$ cat config.mk
export PLATFORM = sky130hd
export DESIGN_NAME = hazard_scoreboard
export DESIGN_NICKNAME = d
export VERILOG_FILES = /design/src/rtl/hazard_scoreboard.sv
export SDC_FILE = /design/constraint.sdc
export NUM_CORES = 1
export LEC_CHECK = 0
export CORE_AREA = 2 2 213 215
export DETAILED_ROUTE_END_ITERATION = 7
export DIE_AREA = 0 0 215 217
export PLACE_DENSITY_LB_ADDON = 0.1
export RECOVER_POWER = 100
export SYNTH_ARGS = -nofsm -noshare
export SYNTH_HDL_FRONTEND = slang
export SYNTH_SLANG_ARGS = --single-unit
$ cat constraint.sdc
create_clock -name clk -period 6.2 [get_ports clk]
set_input_delay 1.24 -clock clk [delete_from_list [all_inputs] [get_ports clk]]
set_output_delay 1.24 -clock clk [all_outputs]
set_load 0.02 [all_outputs]
$ cat src/rtl/hazard_scoreboard.sv
// Decode-stage operand hazard unit: per-register countdown scoreboard for RAW/WAW
// stalls plus a prioritised forwarding mux in front of the register file.
module hazard_scoreboard #(
   parameter int NUM_REGS = 32,
   parameter int ADDR_W   = 5,
   parameter int DATA_W   = 32,
   parameter int NUM_FWD  = 2,
   parameter int MAX_LAT  = 15,
   parameter int LAT_W    = $clog2(MAX_LAT + 1)
) (
   input  logic                        clk,
   input  logic                        rst,
   input  logic                        dec_valid,
   input  logic                        hold,
   input  logic [ADDR_W-1:0]           src_a_addr,
   input  logic [ADDR_W-1:0]           src_b_addr,
   input  logic                        src_a_used,
   input  logic                        src_b_used,
   input  logic [DATA_W-1:0]           rf_a_data,
   input  logic [DATA_W-1:0]           rf_b_data,
   input  logic                        dst_we,
   input  logic [ADDR_W-1:0]           dst_addr,
   input  logic [LAT_W-1:0]            dst_lat,
   input  logic [NUM_FWD-1:0]          fwd_we,
   input  logic [NUM_FWD*ADDR_W-1:0]   fwd_addr,
   input  logic [NUM_FWD*DATA_W-1:0]   fwd_data,
   output logic [DATA_W-1:0]           op_a,
   output logic [DATA_W-1:0]           op_b,
   output logic                        stall,
   output logic                        issue,
   output logic [NUM_REGS-1:0]         busy_mask,
   output logic [31:0]                 stall_count
);

   logic [LAT_W-1:0] pend_reg [NUM_REGS];
   logic [31:0]      stall_count_reg;
   logic             raw_a, raw_b, waw;

   assign raw_a = src_a_used && (pend_reg[src_a_addr] != '0);
   assign raw_b = src_b_used && (pend_reg[src_b_addr] != '0);
   // A shorter write must not retire ahead of an older, longer one to the same register.
   assign waw   = dst_we && (dst_addr != '0) && (pend_reg[dst_addr] > dst_lat);
   assign stall = dec_valid && (raw_a || raw_b || waw);
   assign issue = dec_valid && !stall && !hold;

   always_ff @(posedge clk) begin
      for (int r = 0; r < NUM_REGS; r++) begin
         if (rst || r == 0) begin
            pend_reg[r] <= '0;
         end else if (issue && dst_we && dst_addr == ADDR_W'(r)) begin
            pend_reg[r] <= dst_lat;
         end else if (pend_reg[r] != '0) begin
            pend_reg[r] <= pend_reg[r] - LAT_W'(1);
         end
      end
   end

   always_ff @(posedge clk) begin
      if (rst) begin
         stall_count_reg <= '0;
      end else if (stall && stall_count_reg != '1) begin
         stall_count_reg <= stall_count_reg + 32'd1;
      end
   end

   assign stall_count = stall_count_reg;

   generate
      for (genvar gi = 0; gi < NUM_REGS; gi++) begin : g_busy
         assign busy_mask[gi] = (pend_reg[gi] != '0);
      end
   endgenerate

   // Highest-index bus is applied first so the youngest (index 0) match wins.
   always_comb begin
      op_a = rf_a_data;
      for (int i = NUM_FWD - 1; i >= 0; i--) begin
         if (fwd_we[i] && fwd_addr[i*ADDR_W +: ADDR_W] == src_a_addr) begin
            op_a = fwd_data[i*DATA_W +: DATA_W];
         end
      end
      if (src_a_addr == '0) begin
         op_a = '0;
      end
   end

   always_comb begin
      op_b = rf_b_data;
      for (int i = NUM_FWD - 1; i >= 0; i--) begin
         if (fwd_we[i] && fwd_addr[i*ADDR_W +: ADDR_W] == src_b_addr) begin
            op_b = fwd_data[i*DATA_W +: DATA_W];
         end
      end
      if (src_b_addr == '0) begin
         op_b = '0;
      end
   end

endmodule

==> flow_summary.yaml, run 1 <==
yosys:
  synth.avg_cell_area_um2: 8.79
  synth_nets: 1703
  synthCells: 1501
  synth-xor-area-share: 0.0285
  synth_warnings: 0
  synth_top_family_by_area: "simple AND/OR/NAND/NOR gates"
  yosys.area_share.simple: 0.228
  yosys.cell_types.count: 61
  synth_ff_type: "edfxtp_1"
  syn-cell-area_um2: 13200
  synth_mux_area_frac: 0.195
  synth-compound-area-share: 0.127
  async_reset_ff_frac: 0
  synth-seq-cells: 156
  synthAdderAreaFrac: 0.0341
  synth_edf_count: 124
  yosysSeqAreaShare: 0.331
pwr:
  p_comb_frac: 0.495
  p_int_mw: 3.70
  power_leakage_nw: 6.51
  netSwitchingFraction: 0.436
  p_seq_frac: 0.347
  power_density_nw_per_um2: 374
  total_power_mw: 6.56
  p_switching_mw: 2.86
  ir_drop_mv: 0.221
  clkPwrFrac: 0.158
sta:
  finalHoldViolations: 0
  min_period_over_period: 0.963
  tightest_slew_ns: 1.15
  timing.fmax_mhz: 168
  slew_headroom: 0.223
  fin_crit_ns: 5.97
  tns_ns: 0
  setup_violations: 0
  skew_ns: 0.0154
  rsz0062_at_grt: "false"
  slew_viol_final: 0
  fin_ws_ns: 0.232
finish:
  fin_cells: 2399
  nets: 1987
  final_util: 0.392
  largest_register_ffs: 124
  layout-drive-gt1-share: 0.101
  fill_cells: 4655
  area_delta_synth_final_pct: 32.8
floorplan:
  rows: 78
  initial_utilization: 0.295
  die_area_um2: 46700
  die_w_um: 215
  pin_count: 296
  die_y_um: 217
  coreArea_um2: 44700
global_routing:
  antenna_found_initial: 3
  grt_max_degree: 77
  grt_pass1_vias: 12600
  grt_first_pass_wirelength_um: 81300
  grt_overflow: 0
  grt_usage: 0.230
placement:
  gp_congestion: 0.934
  portBuffers: 294
  post-place-ws_ns: 0.0831
  place_inst: 2366
  dp_hpwl_um: 42100
clock_network:
  cts_htree_levels: 4
  post_cts_buffers: 0
  cts_hold_buf: 0
  clk_path_buf_depth: 2
  clock_latency_ns: 0.46
  cts_root_buf: "clkbuf_16"
  cts_sinks: 156
  cts_buffers: 17
  cts_resized: 0
  clk_pin_slew_ns: 0.07
  cts_tree: "yes"
min_path:
  hp-class: "reg2reg"
  hold_start: "stall_count[9]"
  holdPathStages: 2
  hold_path_end: "stall_count[9]"
status:
  status: "completed"
setup_path:
  path_buf_inv: 4
  r2r_slack_ns: 0.94
  arrival_ns: 4.73
  path_delay_family: "buffers and inverters"
  worstRegToRegCells: 15
  path_max_fanout: 16
  worstSetupEndpointType: "primary output"
  setup.worst_path.start_class: "input pin"
  slowest_stage: "clkdlybuf4s50_1"
  critPathRequiredTime_ns: 4.96
  r2r_start: "pend_reg[31][1]"
  max_stage_delay_ns: 0.60
  worstSetupPathType: "in2out"
  crit_chain: "buf_2 -> buf_12 -> buf_4 -> mux4_2 -> mux4_2 -> nor2_1 -> nor2_1 -> ha_1 -> o21a_1 -> o21ai_0 -> a211oi_2 -> a41oi_4 -> nand2_2 -> and2_0 -> clkdlybuf4s50_1"
  timing.rr.end: "pend_reg[14][1]"
route:
  drc_errors: 0
  wl_per_cell_um: 22.8
  vias_per_cell: 5.46
  initialDrtViolationCount: 1066
  route.vias.total: 13100
  routed_wl_um: 54600
  firstDrtPassIters: 5
  postRouteAntennaNets: 0
flow_run:
  cap_violations: 0
## logic make-up after synthesis
logic type | Yosys count
AOI/OAI and AO/OA | 244
xor gates and xnor gates | 43
adders and majority gates | 36
buffers and inverters | 194
DFF | 156
muxes | 200
other | 1
and+or+nand+nor | 627
## worst register-to-register path: cells and delay by family, from the launching register on
kind            cells  cell delay (ns)
buf+inv             2             1.03
simple gates        3             0.45
compound gates      7             1.68
fa+ha+maj           1             0.29
mux                 2             1.00
flops               1             0.52
## layer usage
metal / GRT usage / routed length [um] / part of all wire
met1: 0.287 / 22800 / 0.42
met2: 0.410 / 27400 / 0.50
met3: 0.0449 / 3460 / 0.063
met4: 0.0533 / 1020 / 0.019
met5: 0 / 16 / 0.00029
## final cells by class
cell class / count / area (um^2) / share of cell area
multi-input cells: 1151 / 8080 / 0.461
clock inverters: 12 / 115 / 0.00657
clock buffers: 20 / 447 / 0.0255
repair buffers: 359 / 3390 / 0.193
flip-flops and latches: 156 / 4360 / 0.249
well taps: 600 / 751 / 0.0428
inverters: 100 / 375 / 0.0214
diodes: 1 / 2.50 / 0.000143
## synth_stat cells, types with 13 or more instances
cell type | instances | area, um^2
mux2_2 | 39 | 439
ha_1 | 36 | 450
mux2i_1 | 118 | 1180
clkbuf_1 | 69 | 259
mux4_2 | 41 | 923
nor2b_1 | 20 | 125
a211oi_1 | 83 | 623
o21ai_0 | 52 | 260
xnor2_1 | 27 | 236
nor4_1 | 31 | 194
edfxtp_1 | 124 | 3720
xor2_1 | 16 | 140
nand4_1 | 45 | 282
nand3_1 | 56 | 280
and3_1 | 14 | 87.6
dfxtp_1 | 32 | 641
inv_1 | 100 | 375
nand2_1 | 99 | 372
nor3_1 | 55 | 275
nor2_1 | 222 | 833
o22ai_1 | 18 | 113
or3_1 | 32 | 200
buf_1 | 13 | 48.8
and2_1 | 25 | 156
a21oi_1 | 34 | 170
## worst max-delay path by stage
stage	slack, ns	start	cells after the start	end
finish	0.23	dst_addr[0]	15	stall
global route	0.05	dst_addr[0]	15	stall
CTS	0.07	dst_addr[1]	14	stall
detailed placement	0.08	dst_addr[1]	14	stall
global placement	0.13	dst_addr[0]	15	issue
floorplan	0.12	dst_addr[0]	14	issue
## cell usage in the layout (no fill, tap or decap), drive strengths merged, types with 4 or more instances in the layout
cell type        n
o31a             5
or3             32
clkdlybuf4s50  183
nand4           45
dlygate4sd3    107
o31ai            9
ha              36
a31o             4
clkinv           9
and2            25
mux4            41
o22ai           18
a21oi           34
inv            102
dfxtp           32
nor4            31
mux2i          118
nor3            55
o32ai            6
mux2            41
and3            14
xnor2           27
or4              6
buf             48
o21ai           53
xor2            16
nand3           57
o311ai           5
a211oi          83
nor2b           20
clkbuf          41
nand2           99
edfxtp         124
nand2b           8
o211ai           5
nor2           224
## through the flow
stage               hold slack [ns]  instance area [um^2]
finish                        0.539                 17500
global route                  0.585                 17500
CTS                           0.552                 17600
detailed placement            0.530                 17100
global placement              0.528                 17100
floorplan                     0.588                 13200
## power by group through the flow
stage	sequential, mW	combinational (mW)	clock [mW]
finish	2.27	3.25	1.04
global route	2.31	3.58	1.10
CTS	2.26	3.33	1.07
detailed placement	2.28	3.31	0
global placement	2.30	3.27	0
floorplan	1.99	2.22	0
(Power assumes the default switching activity.)
==> run 2, diff against run 1 <==
CELL_PAD_IN_SITES_DETAIL_PLACEMENT = 1   (was unset)
CELL_PAD_IN_SITES_GLOBAL_PLACEMENT = 1   (was unset)
==> flow_summary.yaml, run 2 (synthesis gave the netlist of run 1 again) <==
finish:
  layout-drive-gt1-share: 0.0952
  final_common_cell: "nor2_1"
  post-route-cell-area_um2: 17500
  layout_common_cells: "nor2_1 (222), clkdlybuf4s50_1 (195), edfxtp_1 (124)"
  area_delta_synth_final_pct: 32.2
  fin_cells: 2376
  largest_register_ffs: 124
  final_util: 0.390
  fill_cells: 5224
  nets: 1964
route:
  postRouteAntennaNets: 0
  wl_per_cell_um: 23.5
  routed_wl_um: 55900
  firstDrtPassIters: 5
  initialDrtViolationCount: 686
  route.vias.total: 13000
  vias_per_cell: 5.46
  drc_errors: 0
placement:
  post-place-ws_ns: 0.101
  dpl-instance-area_um2: 16900
  gp_congestion: 0.896
  dp_hpwl_um: 43300
  place_inst: 2343
  portBuffers: 294
floorplan:
  pin_count: 296
  rows: 78
  die_area_um2: 46700
  die_y_um: 217
  coreArea_um2: 44700
  die_w_um: 215
  initial_utilization: 0.295
sta:
  tightest_slew_ns: 1.05
  skew_ns: 0.0116
  slew_headroom: 0.296
  rsz0062_at_grt: "false"
  timing.fmax_mhz: 166
  finalHoldViolations: 0
  slew_viol_final: 0
  min_period_over_period: 0.969
  setup_violations: 0
  fin_hold_ws_ns: 0.526
  fin_crit_ns: 6.01
  fin_ws_ns: 0.190
  tns_ns: 0
global_routing:
  grt_first_pass_wirelength_um: 84200
  grt_pass1_vias: 13300
  grt_overflow: 0
  grt_max_degree: 76
  antenna_found_initial: 5
  grt_usage: 0.237
pwr:
  ir_drop_mv: 0.206
  power_leakage_nw: 6.45
  total_power_mw: 6.68
  power_density_nw_per_um2: 383
min_path:
  holdPathStages: 2
  hp-class: "reg2reg"
clock_network:
  clock_latency_ns: 0.47
  clk_path_buf_depth: 2
  cts_root_buf: "clkbuf_16"
  clk_pin_slew_ns: 0.07
  cts_sinks: 156
  cts_buffers: 17
  cts_htree_levels: 4
  cts_tree: "yes"
setup_path:
  setup.worst_path.start_class: "input pin"
  arrival_ns: 4.77
  worstSetupPathType: "in2out"
  path_max_fanout: 16
  crit_chain: "dlygate4sd3_1 -> xor2_1 -> nor4_1 -> and3_1 -> buf_4 -> mux2i_1 -> a211oi_1 -> clkdlybuf4s50_1"
  max_stage_delay_ns: 0.98
  worstRegToRegCells: 15
  slowest_stage: "dlygate4sd3_1"
  worstSetupEndpointType: "primary output"
  critPathRequiredTime_ns: 4.96
flow_run:
  cap_violations: 0
status:
  status: "completed"
-- run 2: repair_timing --
action / in CTS / in global routing
hold buffers: 0 / 0
setup endpoints to repair: 0 / 2
buffers inserted: 0 / 0
resized for setup: 0 / 4
-- run 2: path summary, 6_finish.rpt --
path                        start              end  slack, ns
setup / recovery    src_b_addr[1]         op_b[17]       0.19
hold / removal    stall_count[29]  stall_count[30]       0.53
setup reg to reg  pend_reg[26][1]  pend_reg[15][1]       0.99
hold reg to reg   stall_count[29]  stall_count[30]       0.53
-- run 2: area by class of cell --
type	instances	area (um^2)	area share
multi-input combinational	1151	8080	0.463
sequential	156	4360	0.250
timing repair buffer	336	3280	0.188
tap	600	751	0.0430
clock buffer	19	464	0.0266
inverter	100	375	0.0215
clock inverter	13	128	0.00731
antenna	1	2.50	0.000143
-- run 2: routing by layer --
metal  wire [um]  up-vias  GRT usage  share of wire
li1            -     6085          -              -
met1       23300     6390      0.282           0.42
met2       27300      405      0.414           0.49
met3        3390       82     0.0577          0.061
met4        1800        8     0.0903          0.032
met5          48        -          0        0.00086
-- run 2: worst max-delay path: cells and delay by family --
| family | cells | cell delay (ns) |
|---|---|---|
| buffers and inverters | 3 | 2.08 |
| AND/OR/NAND/NOR | 2 | 0.85 |
| AO/OA/AOI/OAI | 1 | 0.32 |
| XOR/XNOR | 1 | 0.13 |
| multiplexers | 1 | 0.12 |
-- run 2: power by group --
part	switching [mW]	total [mW]	internal, mW
Combinational	1.84	3.29	1.45
Clock	0.489	1.08	0.595
Sequential	0.612	2.30	1.69
Total	2.94	6.68	3.74
==> run 3, diff against run 2 <==
--- a/config.mk
+++ b/config.mk
@@ -13,4 +13,5 @@
 export PLACE_DENSITY_LB_ADDON = 0.1
 export RECOVER_POWER = 100
+export SKIP_LAST_GASP = 1
 export SYNTH_ARGS = -nofsm -noshare
 export SYNTH_HDL_FRONTEND = slang
==> constraint.sdc (replaced) <==
create_clock -name clk -period 6.2 [get_ports clk]
set_input_delay 1.24 -clock clk [delete_from_list [all_inputs] [get_ports clk]]
set_output_delay 1.24 -clock clk [all_outputs]
set_load 0.05 [all_outputs]
==> flow_summary.yaml, run 3 (synthesis gave the netlist of run 1 again) <==
sta:
  timing.fmax_mhz: 166
  tightest_slew_ns: 1.12
  finalHoldViolations: 0
  slew_viol_final: 0
  fin_crit_ns: 6.01
  min_period_over_period: 0.969
  fin_ws_ns: 0.192
  slew_headroom: 0.256
  rsz0062_at_grt: "false"
  setup_violations: 0
  tns_ns: 0
  skew_ns: 0.0179
min_path:
  hold_start: "stall_count[15]"
  hp-class: "reg2reg"
  hold_path_end: "stall_count[15]"
  holdPathStages: 2
setup_path:
  slowest_stage: "dlygate4sd3_1"
  worstSetupEndpointType: "primary output"
  worstRegToRegCells: 13
  path_delay_family: "buffers and inverters"
  cp_num_cells: 8
  timing.rr.end: "pend_reg[27][0]"
  worstSetupPathType: "in2out"
  setup.worst_path.start_class: "input pin"
  crit_chain: "dlygate4sd3_1 -> xor2_1 -> nor4_1 -> and3_2 -> buf_2 -> mux2i_1 -> a211oi_1 -> clkbuf_1"
  path_buf_inv: 3
  critPathRequiredTime_ns: 4.96
  r2r_slack_ns: 1.03
  arrival_ns: 4.77
  max_stage_delay_ns: 1.06
  path_max_fanout: 32
  r2r_start: "pend_reg[31][1]"
global_routing:
  antenna_found_initial: 1
  grt_overflow: 0
  grt_first_pass_wirelength_um: 84600
  grt_pass1_vias: 13400
  grt_usage: 0.236
  grt_max_degree: 51
finish:
  area_delta_synth_final_pct: 33.6
  final_util: 0.395
  layout-drive-gt1-share: 0.108
  nets: 1959
  fin_cells: 2371
  layout_common_cells: "nor2_1 (222), clkdlybuf4s50_1 (161), edfxtp_1 (124)"
  final_common_cell: "nor2_1"
  largest_register_ffs: 124
flow_run:
  cap_violations: 0
clock_network:
  cts_sinks: 156
  clock_latency_ns: 0.46
  cts_htree_levels: 4
  clk_pin_slew_ns: 0.06
  cts_buffers: 17
  clk_path_buf_depth: 2
  cts_tree: "yes"
  cts_root_buf: "clkbuf_16"
  post_cts_buffers: 0
placement:
  portBuffers: 294
  gp_congestion: 0.889
  dp_hpwl_um: 42800
  place_inst: 2338
  post-place-ws_ns: 0.172
route:
  wl_per_cell_um: 23.5
  postRouteAntennaNets: 0
  initialDrtViolationCount: 690
  vias_per_cell: 5.50
  routed_wl_um: 55600
  firstDrtPassIters: 5
  route.vias.total: 13000
  drc_errors: 0
floorplan:
  coreArea_um2: 44700
  pin_count: 296
  rows: 78
  initial_utilization: 0.295
  die_w_um: 215
  die_area_um2: 46700
  die_y_um: 217
status:
  status: "completed"
pwr:
  ir_drop_mv: 0.286
  power_leakage_nw: 6.63
  power_density_nw_per_um2: 398
  total_power_mw: 7.02
-- run 3: cell types whose count changed in the layout (fill, tap and decap cells not counted), sizes merged, moves of 2 or more --
cell,change
clkinv,+2
inv,-3
dlymetal6s2s,+8
clkbuf,-2
clkdlybuf4s50,-34
buf,+26
-- run 3: metal layers --
metal | wire length (um) | global-route usage | vias up | share of wire
met4 | 1210 | 0.0632 | 0 | 0.022
met3 | 3010 | 0.0432 | 58 | 0.054
li1 | - | - | 6087 | -
met2 | 27400 | 0.416 | 392 | 0.49
met5 | 0 | 0 | - | 0
met1 | 24000 | 0.295 | 6502 | 0.43
-- run 3: worst register-to-register path, delay by kind of cell, from the launching register on --
kind                       cells  cell delay (ns)
adders and majority gates      1             0.33
AOI/OAI and AO/OA              5             0.81
and+or+nand+nor                4             1.38
buffers and inverters          1             0.82
muxes                          2             1.01
DFF                            1             0.51
-- run 3: final cells by class --
type | instances | area, um^2
inverters | 100 | 375
repair buffers | 331 | 3480
flip-flops and latches | 156 | 4360
well taps | 600 | 751
clock inverters | 10 | 80.1
clock buffers | 22 | 489
multi-input cells | 1151 | 8090
fillers | 5182 | 27100
diodes | 1 | 2.50
-- run 3: where the power goes --
group	switching, mW	leakage (nW)	total (mW)	internal, mW
sequential	0.566	1.65	2.26	1.69
clock	0.470	0.284	1.04	0.567
combinational	2.27	4.69	3.73	1.47
total	3.30	6.63	7.02	3.72
-- run 3: worst max path at each step --
stage	startpoint	end	slack [ns]
after floorplan	dst_addr[0]	issue	0.11
after global placement	dst_addr[0]	issue	0.28
after detailed placement	dst_addr[1]	stall	0.17
after CTS	dst_addr[0]	stall	0.17
after global routing	src_a_addr[2]	op_a[6]	0.04
final	src_a_addr[2]	op_a[7]	0.19
-- run 3: per-stage QoR --
| stage | cell area (um^2) | hold slack (ns) |
|---|---|---|
| 2_1_floorplan | 13200 | 0.626 |
| 3_3_place_gp | 17200 | 0.517 |
| 3_5_place_dp | 17200 | 0.533 |
| 4_1_cts | 17800 | 0.547 |
| 5_1_grt | 17600 | 0.574 |
| 6_report | 17600 | 0.536 |
-- run 3: repair_timing --
action                                 4_1_cts  5_1_grt
hold buffers                                 0        0
setup endpoints to repair                    0        2
endpoints found under the hold margin        0        0
gates resized for setup                      0        3
